$ cat src/rtl/cdf_pipeline_pkg.sv
// rtl/cdf_pipeline_pkg.sv - shared constants, state encoding and helpers for the histogram-equalizer CDF stage
package cdf_pipeline_pkg;

   localparam int          NUM_BINS_DEFAULT  = 256;
   localparam logic [15:0] VALID_TAG_DEFAULT = 16'hAAAA;

   // Scratchpad geometry: 16-bit addresses, bank bit at [8], bin index in [7:0].
   localparam int ADDR_W     = 16;
   localparam int BIN_ADDR_W = 8;
   localparam int ADDR_PAD_W = ADDR_W - BIN_ADDR_W - 1;
   localparam int DATA_W     = 128;
   localparam int CUM_W      = 16;

   // FSM encoding.
   localparam logic [1:0] ST_IDLE  = 2'd0;
   localparam logic [1:0] ST_READ  = 2'd1;
   localparam logic [1:0] ST_DRAIN = 2'd2;
   localparam logic [1:0] ST_DONE  = 2'd3;

   // One read in flight: set in the issue cycle, consumed when the data returns.
   typedef struct packed {
      logic                  valid;
      logic                  last;
      logic [BIN_ADDR_W-1:0] bin;
   } rd_stage_t;

   // A bin only contributes when its upper half carries the initialisation tag.
   function automatic logic [CUM_W-1:0] bin_count(input logic [31:0] low_word,
                                                  input logic [15:0] tag);
      return (low_word[31:16] == tag) ? low_word[15:0] : '0;
   endfunction

   function automatic logic [ADDR_W-1:0] scratch_addr(input logic bank,
                                                      input logic [BIN_ADDR_W-1:0] bin);
      return {{ADDR_PAD_W{1'b0}}, bank, bin};
   endfunction

endpackage

$ cat src/rtl/cdf_accum.sv
// rtl/cdf_accum.sv - running 16-bit cumulative sum with first-non-zero and final-value capture
module cdf_accum
   import cdf_pipeline_pkg::*;
#(
   parameter logic [15:0] VALID_TAG = VALID_TAG_DEFAULT
)(
   input  logic             clock,
   input  logic             rst,
   input  logic             clear_i,
   input  logic             valid_i,
   input  logic             last_i,
   input  logic [31:0]      word_i,
   output logic [CUM_W-1:0] cum_o,
   output logic [CUM_W-1:0] cdf_min_o,
   output logic [CUM_W-1:0] pixel_total_o
);

   logic [CUM_W-1:0] cum_q, cum_d;
   logic [CUM_W-1:0] min_q, min_d;
   logic [CUM_W-1:0] total_q, total_d;
   logic             found_q, found_d;

   // Next-state: clear on run start, otherwise fold in one bin per returned word.
   always_comb begin
      cum_d   = cum_q;
      min_d   = min_q;
      total_d = total_q;
      found_d = found_q;
      if (clear_i) begin
         cum_d   = '0;
         min_d   = '0;
         total_d = '0;
         found_d = 1'b0;
      end else if (valid_i) begin
         // Wraps modulo 2^16 by construction of the 16-bit add.
         cum_d = cum_q + bin_count(word_i, VALID_TAG);
         if (!found_q && (cum_d != '0)) begin
            min_d   = cum_d;
            found_d = 1'b1;
         end
         if (last_i) begin
            total_d = cum_d;
         end
      end
   end

   // State registers.
   always_ff @(posedge clock or posedge rst) begin
      if (rst) begin
         cum_q   <= '0;
         min_q   <= '0;
         total_q <= '0;
         found_q <= 1'b0;
      end else begin
         cum_q   <= cum_d;
         min_q   <= min_d;
         total_q <= total_d;
         found_q <= found_d;
      end
   end

   assign cum_o         = cum_q;
   assign cdf_min_o     = min_q;
   assign pixel_total_o = total_q;

endmodule

$ cat src/rtl/cdf_pipeline.sv
// rtl/cdf_pipeline.sv - scans histogram bins from m2, writes the running CDF to m3
module cdf_pipeline
   import cdf_pipeline_pkg::*;
#(
   parameter int          NUM_BINS  = NUM_BINS_DEFAULT,
   parameter logic [15:0] VALID_TAG = VALID_TAG_DEFAULT
)(
   input  logic              clock,
   input  logic              rst,
   input  logic              start,
   input  logic              inputBaseOffset,
   output logic [ADDR_W-1:0] m2ReadAddr,
   input  logic [DATA_W-1:0] m2ReadVal,
   output logic [ADDR_W-1:0] m3WriteAddr,
   output logic [DATA_W-1:0] m3WriteVal,
   output logic              m3WE,
   output logic [CUM_W-1:0]  cdfMin,
   output logic [CUM_W-1:0]  pixelTotal,
   output logic              done
);

   localparam int                 BIN_W    = (NUM_BINS > 1) ? $clog2(NUM_BINS) : 1;
   localparam logic [BIN_W-1:0]   LAST_BIN = BIN_W'(NUM_BINS - 1);

   logic [1:0]            state_q, state_d;
   logic [BIN_W-1:0]      bin_q, bin_d;
   logic                  bank_q, bank_d;
   rd_stage_t             rd_q, rd_d;
   logic                  we_q, we_last_q;
   logic [ADDR_W-1:0]     waddr_q;
   logic                  run_clear;
   logic [BIN_ADDR_W-1:0] bin_addr;
   logic [CUM_W-1:0]      cum;
   logic                  unused_hi;

   assign bin_addr  = BIN_ADDR_W'(bin_q);
   // Only the low 32 bits of a histogram word carry tag and count.
   assign unused_hi = ^m2ReadVal[DATA_W-1:32];

   // FSM next-state and read-issue counter.
   always_comb begin
      state_d   = state_q;
      bin_d     = bin_q;
      bank_d    = bank_q;
      run_clear = 1'b0;
      case (state_q)
         ST_IDLE: begin
            if (start) begin
               state_d   = ST_READ;
               bin_d     = '0;
               bank_d    = inputBaseOffset;
               run_clear = 1'b1;
            end
         end
         ST_READ: begin
            if (bin_q == LAST_BIN) begin
               state_d = ST_DRAIN;
            end else begin
               bin_d = bin_q + BIN_W'(1);
            end
         end
         ST_DRAIN: begin
            // The final write is on the outputs this cycle.
            if (we_q && we_last_q) begin
               state_d = ST_DONE;
            end
         end
         ST_DONE: begin
            if (!start) begin
               state_d = ST_IDLE;
            end
         end
         default: state_d = ST_IDLE;
      endcase
   end

   // Tag each issued address so the returning word can be matched to its bin.
   always_comb begin
      rd_d       = '0;
      rd_d.valid = (state_q == ST_READ);
      rd_d.last  = (bin_q == LAST_BIN);
      rd_d.bin   = bin_addr;
   end

   // Control, read-tracking and write-stage registers.
   always_ff @(posedge clock or posedge rst) begin
      if (rst) begin
         state_q   <= ST_IDLE;
         bin_q     <= '0;
         bank_q    <= 1'b0;
         rd_q      <= '0;
         we_q      <= 1'b0;
         we_last_q <= 1'b0;
         waddr_q   <= '0;
      end else begin
         state_q   <= state_d;
         bin_q     <= bin_d;
         bank_q    <= bank_d;
         rd_q      <= rd_d;
         we_q      <= rd_q.valid;
         we_last_q <= rd_q.valid & rd_q.last;
         if (rd_q.valid) begin
            waddr_q <= scratch_addr(bank_q, rd_q.bin);
         end
      end
   end

   cdf_accum #(
      .VALID_TAG (VALID_TAG)
   ) u_accum (
      .clock         (clock),
      .rst           (rst),
      .clear_i       (run_clear),
      .valid_i       (rd_q.valid),
      .last_i        (rd_q.last),
      .word_i        (m2ReadVal[31:0]),
      .cum_o         (cum),
      .cdf_min_o     (cdfMin),
      .pixel_total_o (pixelTotal)
   );

   assign m2ReadAddr  = scratch_addr(bank_q, bin_addr);
   assign m3WriteAddr = waddr_q;
   // The accumulator updates on the same edge as the write stage, so its
   // register is already the cumulative value for the bin being written.
   assign m3WriteVal  = {{(DATA_W-CUM_W){1'b0}}, cum};
   assign m3WE        = we_q;
   assign done        = (state_q == ST_DONE);

endmodule

$ cat config.mk
export PLATFORM = sky130hd
export DESIGN_NAME = cdf_pipeline
export DESIGN_NICKNAME = d
export VERILOG_FILES = /design/src/rtl/cdf_pipeline_pkg.sv /design/src/rtl/cdf_accum.sv /design/src/rtl/cdf_pipeline.sv
export SDC_FILE = /design/constraint.sdc
export NUM_CORES = 1
export LEC_CHECK = 0
export ABC_AREA = 1
export CAP_MARGIN = 30
export CORE_AREA = 2 2 126 128
export CTS_CLUSTER_SIZE = 30
export DETAILED_ROUTE_END_ITERATION = 10
export DIE_AREA = 0 0 128 130
export PLACE_DENSITY = 0.78
export SLEW_MARGIN = 25
export SYNTH_ARGS = -nofsm -noshare
export SYNTH_HDL_FRONTEND = slang
export SYNTH_SLANG_ARGS = --single-unit
$ cat constraint.sdc
create_clock -name clock -period 5.3 [get_ports clock]
set_input_delay 1.06 -clock clock [delete_from_list [all_inputs] [get_ports clock]]
set_output_delay 1.06 -clock clock [all_outputs]
set_load 0.01 [all_outputs]
Yosys cells after proc, flatten, opt, wreduce, memory -nomap -nowiden
Index checks and enable logic that the tools add are counted.
{ "word_totals": {"ff_bits": 81, "in_bits": 132, "elab_cells": 62} }
{ "op_classes": {"addsub": 2, "eq_ne": 10, "mux": 22, "n_bitwise": 1, "n_reduce_logical": 14} }
{ "op_table": {"columns": ["cell", "count"], "rows": [
  ["$mux 16", 9],
  ["$add 16x16->16", 1],
  ["$eq 16x16->1 const B", 1],
  ["$mux 8", 2],
  ["$pmux 8 s2", 1],
  ["$reduce_bool 16->1", 1],
  ["$ne 2x2->1 const B", 5],
  ["$add 8x1->8 const B", 1],
  ["$eq 8x8->1 const B", 1],
  ["$mux 2", 4],
  ["$pmux 2 s4", 1],
  ["$reduce_bool 2->1", 4],
  ["$reduce_and 2->1", 3],
  ["$mux 1", 5],
  ["$eq 2x2->1 const B", 2],
  ["$reduce_and 4->1", 1],
  ["$reduce_and 3->1", 1],
  ["$eq 2x1->1 const B", 1],
  ["$logic_and 1x1->1", 2],
  ["$logic_not 2->1", 1],
  ["$and 1x1->1", 1],
  ["$logic_not 1->1", 1]
]} }

Logic depth before layout (Yosys ltp)
Gate-level depths: netlist of the first run.
{ "depth": {"depth_word": 8, "mapped_depth": 25} }

Modules after synthesis
A second synthesis of the first run with hierarchy kept.
{ "hier_totals": {"hier_cells": 794, "area_unflattened_um2": 5810.6} }
{ "by_module_without_submodules": {"columns": ["mod", "n_inst", "cells_each", "area_each_um2", "seq_area_each_um2"], "rows": [
  ["cdf_accum", 1, 526, 3385.7, 1226.2],
  ["cdf_pipeline", 1, 268, 2424.8, 800.8]
]} }

Least setup slack after synthesis of the first run
OpenSTA, ideal clock, no wires.
{ "synth_path": {"path_kind": "input-to-reg", "start": "in m2ReadVal[16]", "end": "reg u_accum.found_q", "setup_time_ps": 136, "arrival_time_ps": 3494, "setup_slack_ps": 1670, "stages": 23, "path_buffers": 2, "cell_sequence": "inv_1 > nand2_1 > nor2_1 > nand2_1 > nor2_1 > inv_1 > buf_1 > nor2_1 > ha_1 > fa_1 > inv_1 > nand2_1 > a21oi_1 > nand3_1 > nor2_1 > nand2_1 > nor2_2 > nand2_1 > nor2_4 > nand3_4 > nand2_4 > buf_12 > a21oi_1"} }
{ "synth_between": {"elab_chain_len": 7} }
{ "synth_rtl": {"columns": ["item", "line", "rtl"], "rows": [
  ["start: declaration", "cdf_pipeline.sv:13", "input logic [DATA_W-1:0] m2ReadVal,"],
  ["$eq 16x16->1", "cdf_pipeline_pkg.sv:30", "return (low_word[31:16] == tag) ? low_word[15:0] : '0;"],
  ["$mux 16", "cdf_pipeline_pkg.sv:30", null],
  ["$add 16x16->16", "cdf_accum.sv:36", "cum_d = cum_q + bin_count(word_i, VALID_TAG);"],
  ["$reduce_bool 16->1", "cdf_accum.sv:37", "if (!found_q && (cum_d != '0)) begin"],
  ["$logic_and 1x1->1", "cdf_accum.sv:37", null],
  ["$reduce_bool 2->1 (no source line)", null, null],
  ["$reduce_and 2->1 (no source line)", null, null],
  ["end signal: assignment", "cdf_accum.sv:58", "found_q <= found_d;"],
  ["end: declaration", "cdf_accum.sv:21", "logic found_q, found_d;"]
]} }
No other way between the ends.
A chain may end at the register's enable or synchronous reset.

Worst setup path after layout of the first run
{ "layout_path": {"start": "in m2ReadVal[24]", "end": "reg u_accum.min_q[15] (netlist: u_accum.cdf_min_o[15])"} }
{ "layout_between": {"elab_chain_len": 7} }
{ "layout_rtl": {"columns": ["item", "line", "rtl"], "rows": [
  ["$eq 16x16->1 (*)", "cdf_pipeline_pkg.sv:30", null],
  ["$mux 16 (*)", "cdf_pipeline_pkg.sv:30", null],
  ["$add 16x16->16 (*)", "cdf_accum.sv:36", null],
  ["$reduce_bool 16->1", "cdf_accum.sv:37", null],
  ["$logic_and 1x1->1", "cdf_accum.sv:37", null],
  ["$reduce_bool 2->1 (no source line)", null, null],
  ["$reduce_and 2->1 (no source line)", null, null],
  ["end signal: assignment", "cdf_accum.sv:56", "min_q <= min_d;"],
  ["end: declaration", "cdf_accum.sv:19", "logic [CUM_W-1:0] min_q, min_d;"]
]} }
Every way passes the cells marked *; elsewhere a longest branch is shown, timed or not. The select of a mux whose other input is x is not followed.

==> flow_metrics.tcl, run 1 <==
set metrics [dict create \
    slew_headroom_pct 51.5 \
    gp_congestion 0.885 \
    fp.dieH_um 130 \
    grt_pass1_wl_um 20300 \
    overflow 0 \
    antenna_found_initial 0 \
    busiest_layer "met2" \
    synth_area_um2 5630 \
    met1_usage_pct 18.5 \
    clockPowerShare_pct 35.1 \
    firstDrtPassIters 4 \
    post-cts-setup-buffer-count 0 \
    nets 1013 \
    grt_use_total_pct 15.5 \
    fp.dieW_um 128 \
    insertion_delay_ns 0.34 \
    power_density_nw_per_um2 298 \
    syn_to_final_growth_pct 18.2 \
    cts_tree "yes" \
    cp-start-kind "primary input" \
    routedWlPerCell_um 12.6 \
    cts_hold_buf 0 \
    synth_ff_type "dfrtp_1" \
    p_comb_share_pct 27.9 \
    core_um2 15400 \
    crit_fanout 17 \
    sw_frac_of_total_pct 34.3 \
    ys_ff_latch 81 \
    skew_ns 0.00732 \
    max_freq_mhz 237 \
    setup_violations 0 \
    synth_warnings 0 \
    netlist_instances 765 \
    internal-power_uw 1300 \
    portBuffers 103 \
    cts-resized-gates 0 \
    grtUsageMet2_pct 25.8 \
    tns_ns 0 \
    drive_gt1_share_pct 6.13 \
    cts_inserted_buffers 9 \
    synth.avg_cell_area_um2 7.36 \
    vdd_drop_max_uv 208 \
    wl_um 13300 \
    finalCritPeriodShare_pct 79.8 \
    fp-row-count 46 \
    via_count 4627 \
    grt_setup_unrepaired "no" \
    switching_power_uw 681 \
    cp.arrival_ns 4.51 \
    synth_cell_type_count 35 \
    p_seq_share_pct 37.0 \
    n_antenna_cell 0 \
    postLayoutCoreUtil_pct 43.2 \
    post-route-drc-count 0 \
    initialDrtViolationCount 272 \
    met3_usage_pct 6.60 \
    maxCapViolCount 0 \
    leakagePower_uw 0.00369 \
    cts_root_buf "clkbuf_16" \
    clk_pin_slew_ns 0.07 \
    path_class "in -> reg" \
    hp-class "reg -> reg" \
    status "finished clean" \
    grt_pass1_vias 4143 \
    synth_edf_count 0 \
    grt_max_degree 49 \
    place_inst 1041 \
    htreeDepth 3 \
    ys_seq_area_share_pct 36.0 \
    hold_viol 0 \
    initial_core_util_pct 36.5 \
    ioPinCount 326 \
    fin_hold_ws_ns 0.427 \
    synthArstFlopShare_pct 100 \
    cp.required_ns 5.58 \
    cts.sinks 81 \
    timing.final.max_slew_violations 0 \
    fin_crit_ns 4.23 \
    fillCellCount 1563 \
    ant_nets 0 \
    die_area_um2 16600 \
    clockBufferDepth 2 \
    stdcell_count 1057 \
    dp_hpwl_um 10200 \
    end_kind "register" \
    tightest_slew_ns 0.727 \
    viasPerCell 4.38 \
]
power groups by stage:
stage | Combinational [uW] | Clock [uW] | Sequential (uW)
4_1_cts | 556 | 709 | 736
3_5_place_dp | 554 | 0 | 748
2_1_floorplan | 414 | 0 | 753
5_1_grt | 608 | 740 | 745
6_report | 554 | 697 | 734
3_3_place_gp | 540 | 0 | 745
metrics by stage:
stage          setup slack (ns)  instance area [um^2]  total power, uW
2_1_floorplan              1.67                  6100             1170
3_3_place_gp              0.778                  6320             1290
3_5_place_dp              0.702                  6320             1300
4_1_cts                    1.05                  6660             2000
5_1_grt                   0.704                  6660             2090
6_report                   1.07                  6660             1980
synth_stat cells, drive strengths merged (5+ instances only):
library cell | n | share of area, %
a21oi | 22 | 2.1
buf | 140 | 19
clkbuf | 9 | 0.60
dfrtp | 81 | 36
ha | 20 | 4.4
inv | 92 | 6.1
nand2 | 229 | 16
nand3 | 57 | 6.2
nand3b | 7 | 0.93
nand4 | 6 | 0.67
nor2 | 62 | 4.4
nor3 | 5 | 0.53
o21ai | 25 | 2.2
cells in the final DEF (no fill, tap or decap), types with 4 or more instances in the layout:
cell             instances
nor2_2                   4
o21ai_0                 25
a21oi_1                 20
nor3_1                   4
ha_1                    20
nor2_1                  57
clkdlybuf4s50_1        103
inv_1                   85
nand2_1                223
nand3_1                 46
conb_1                 126
nand3_2                 10
dfrtp_1                 81
inv_2                    6
nand2_2                  5
buf_4                    5
clkbuf_16                9
nand3b_1                 7
nand4_1                  6
flip-flops by register name, summed over array words and instances, names as in the netlist:
register,cells
bank_q,1
we_last_q,1
u_accum.found_q,1
state_q,2
rd_q,10
u_accum.cum_o,16
u_accum.cdf_min_o,16
m3WriteAddr,9
u_accum.pixel_total_o,16
m3WE,1
bin_addr,8
cells by family after synthesis:
kind of cell    after synthesis  synth area share, %
compound gates               52                 4.98
xor+xnor                      1                0.156
fa+ha+maj                    21                 4.80
buf+inv                     242                 25.5
flops                        81                 36.0
other cells                   1               0.0666
simple gates                367                 28.5
layout make-up:
class | count | area, um^2 | share of cell area [%]
multi-input cells | 567 | 2640 | 39.6
flip-flops and latches | 81 | 2030 | 30.4
repair buffers | 108 | 1070 | 16.0
inverters | 93 | 350 | 5.26
well taps | 192 | 240 | 3.61
clock buffers | 9 | 225 | 3.38
clock inverters | 7 | 109 | 1.64
metal layers:
metal | wire length, um | share of wire [%]
met4 | 171 | 1.3
met1 | 5500 | 41
met5 | 0 | 0
met3 | 1460 | 11
met2 | 6160 | 46
worst max-delay path, cell delays in order:
cell             delay, ns
clkdlybuf4s50_1       0.48
inv_1                 0.04
nand2_1               0.07
nor2_1                0.05
nand2_1               0.06
nor2_1                0.05
inv_1                 0.35
nor2_1                0.08
ha_1                  0.24
fa_1                  0.42
nand2_1               0.12
nand3_1               0.09
nand3_1               0.11
nand2_1               0.11
nand2_1               0.09
nand3b_1              0.07
nand2_1               0.09
nand2_1               0.07
nor2_2                0.13
nand3_4               0.22
nand2_4               0.29
nand3_1               0.12
nand2_1               0.07
worst paths after layout:
| path | start | end | slack, ns | depth (start not counted) |
|---|---|---|---|---|
| setup / recovery | m2ReadVal[24] | u_accum.cdf_min_o[15]$_DFFE_PP0P_ | 1.07 | 23 |
| hold / removal | bin_addr[4]$_DFFE_PP0P_ | rd_q[4]$_DFF_PP0_ | 0.43 | 0 |
| setup reg to reg | u_accum.cum_o[0]$_DFFE_PP0P_ | u_accum.cdf_min_o[15]$_DFFE_PP0P_ | 2.55 | 15 |
| hold reg to reg | bin_addr[4]$_DFFE_PP0P_ | rd_q[4]$_DFF_PP0_ | 0.43 | 0 |
| max in group asynchronous | rst | u_accum.pixel_total_o[15]$_DFFE_PP0P_ | 3.22 | 3 |
| min in group asynchronous | rst | state_q[1]$_DFFE_PP0P_ | 1.08 | 2 |
Note: power is estimated with default switching activity, not from simulation.
==> run 2: changes to the inputs <==
--- a/config.mk
+++ b/config.mk
@@ -7,10 +7,11 @@
 export LEC_CHECK = 0
 export ABC_AREA = 1
 export CAP_MARGIN = 30
-export CORE_AREA = 2 2 126 128
+export CORE_ASPECT_RATIO = 0.8
+export CORE_MARGIN = 2
+export CORE_UTILIZATION = 35
 export CTS_CLUSTER_SIZE = 30
 export DETAILED_ROUTE_END_ITERATION = 10
-export DIE_AREA = 0 0 128 130
 export PLACE_DENSITY = 0.78
 export SLEW_MARGIN = 25
 export SYNTH_ARGS = -nofsm -noshare
==> constraint.sdc (replaced) <==
create_clock -name clock -period 3.6 [get_ports clock]
set_input_delay 0.72 -clock clock [delete_from_list [all_inputs] [get_ports clock]]
set_output_delay 0.72 -clock clock [all_outputs]
set_load 0.01 [all_outputs]
==> run 2 against run 1 <==
Effect of this change:
- register-to-register slack lost 1.6 ns
- sequential share of layout area fell by 2.2 points
- clock-buffer cell count up 3
- non-clock buffer count increased by 47
- hold slack worse by 0.0044 ns
- utilization rose by 2.4 points
- final cell count up 6.7%
- critical path depth unchanged
- cell area up 7.7%
- critical path type unchanged
- critical endpoint unchanged
- largest cell class unchanged
- highest routed layer unchanged
==> flow_metrics.tcl, run 2 (synthesis gave the netlist of run 1 again) <==
set metrics [dict create \
    die_area_um2 17100 \
    grt_setup_unrepaired "no" \
    initial_core_util_pct 35.8 \
    cts.sinks 81 \
    antenna_found_initial 0 \
    end_kind "register" \
    wl_um 13900 \
    stdcell_count 1128 \
    max_freq_mhz 304 \
    cts_inserted_buffers 9 \
    cp-start-kind "primary input" \
    cp.required_ns 3.82 \
    crit_fanout 8 \
    grt_pass1_wl_um 21600 \
    tightest_slew_ns 0.991 \
    insertion_delay_ns 0.33 \
    final_cell_mix "219 x nand2_1, 126 x conb_1, 87 x clkdlybuf4s50_1" \
    routedWlPerCell_um 12.3 \
    ant_nets 0 \
    place_inst 1109 \
    nets 1061 \
    fp-row-count 41 \
    path_class "in -> reg" \
    via_count 4833 \
    fin_crit_ns 3.29 \
    grt_pass1_vias 4385 \
    leakagePower_uw 0.00405 \
    ioPinCount 326 \
    htreeDepth 3 \
    setup_ws_ns 0.313 \
    route.met3.wl_um 839 \
    fp.dieH_um 117 \
    status "finished clean" \
    dp_hpwl_um 10900 \
    finalCritPeriodShare_pct 91.3 \
    slew_headroom_pct 33.9 \
    cp_slowest_stage_delay_ns 0.43 \
    cp.arrival_ns 3.51 \
    gp_congestion 0.844 \
    timing.final.max_slew_violations 0 \
    vdd_drop_max_uv 338 \
    core_um2 15700 \
    dr.max_layer_used "met4" \
    met1_length_um 6590 \
    fp.dieW_um 146 \
    portBuffers 103 \
    clk_pin_slew_ns 0.06 \
    maxCapViolCount 0 \
    grt_max_degree 35 \
    dr_wl_met2_um 6360 \
    tns_ns 0 \
    syn_to_final_growth_pct 27.3 \
    initialDrtViolationCount 322 \
    clockBufferDepth 2 \
    hold_viol 0 \
    cts_tree "yes" \
    hp-class "reg -> reg" \
    cts_root_buf "clkbuf_16" \
    fin_hold_ws_ns 0.423 \
    skew_ns 0.00725 \
    cp_top_family "simple AND/OR/NAND/NOR gates" \
    grt_use_total_pct 15.5 \
    overflow 0 \
    n_antenna_cell 0 \
    power_density_nw_per_um2 416 \
    viasPerCell 4.28 \
    firstDrtPassIters 6 \
    final_common_cell "nand2_1" \
    crit_chain "dlymetal6s2s_1 -> inv_1 -> nand2_2 -> nor2_2 -> nand2_1 -> nor2_2 -> inv_2 -> nor2_2 -> ha_2 -> fa_2 -> inv_2 -> nand2_1 -> a21oi_1 -> nand3_1 -> nor2_1 -> nand2_1 -> nor2_2 -> nand2_2 -> nor2_4 -> nand3_4 -> clkbuf_16 -> nand4_1 -> nand2_1" \
    cts_hold_buf 0 \
    slowest_stage "fa_2" \
    drive_gt1_share_pct 12.6 \
    postLayoutCoreUtil_pct 45.5 \
    path_buf_inv 5 \
    setup_violations 0 \
    post-route-drc-count 0 \
    dp_slack_ns -0.325 \
]
run 2: cell count changes in the layout (fill, tap and decap cells not counted), moves of 5 or more:
cell	change
nor2_1	-5
buf_4	+45
dlymetal6s2s_1	+16
clkdlybuf4s50_1	-16
nor2_2	+5
run 2: per-stage QoR:
| stage | total power, uW | area (um^2) |
|---|---|---|
| 2_1_floorplan | 1720 | 6100 |
| 3_3_place_gp | 1910 | 6690 |
| 3_5_place_dp | 1940 | 6690 |
| 4_1_cts | 2940 | 7020 |
| 5_1_grt | 3120 | 7170 |
| 6_report | 2980 | 7170 |
run 2: what timing repair did:
item	4_1_cts	5_1_grt
gates resized for setup	0	34
endpoints found under the setup margin	0	24
buffers inserted	0	1
run 2: layer usage:
| metal | up-vias | track usage [%] |
|---|---|---|
| li1 | 2399 | - |
| met1 | 2250 | 21.6 |
| met2 | 169 | 24.6 |
| met3 | 15 | 3.33 |
| met4 | 0 | 3.55 |
| met5 | - | 0 |
run 2: worst reg2reg max path: stages (launching register included):
cell and delay [ns]:
dfrtp_1 0.40, ha_2 0.21, fa_2 0.41, nand2_1 0.12, nand3_1 0.09, nand3_1 0.14
nand2_2 0.11, nand2_1 0.09, nand3b_1 0.08, nand2_1 0.12, nand2_2 0.09, nor2_4 0.14
nand3_4 0.17, clkbuf_16 0.22, nand4_1 0.08, nand2_1 0.06
run 2: cell type report:
cell class | count | area [um^2]
inverters | 93 | 350
fillers | 1552 | 8580
repair buffers | 155 | 1490
well taps | 215 | 269
clock buffers | 12 | 256
flip-flops and latches | 81 | 2030
multi-input cells | 568 | 2700
clock inverters | 4 | 75.1
run 2: path summary, 6_finish.rpt:
path	startpoint	endpoint	slack, ns	cells past startpoint
worst max-delay path	m2ReadVal[24]	u_accum.cdf_min_o[15]$_DFFE_PP0P_	0.31	23
worst min-delay path	bin_addr[3]$_DFFE_PP0P_	rd_q[3]$_DFF_PP0_	0.42	0
worst max register to register	u_accum.cum_o[0]$_DFFE_PP0P_	u_accum.cdf_min_o[15]$_DFFE_PP0P_	0.95	15
worst min register to register	bin_addr[3]$_DFFE_PP0P_	rd_q[3]$_DFF_PP0_	0.42	0
max in group asynchronous	rst	rd_q[4]$_DFF_PP0_	2.10	3
min in group asynchronous	rst	m3WriteAddr[2]$_DFFE_PP0P_	0.75	2
run 2: report_power, final:
group          switching, uW  internal [uW]  total (uW)
Clock                    353            645         999
Combinational            579            310         888
Sequential              75.9           1020        1090
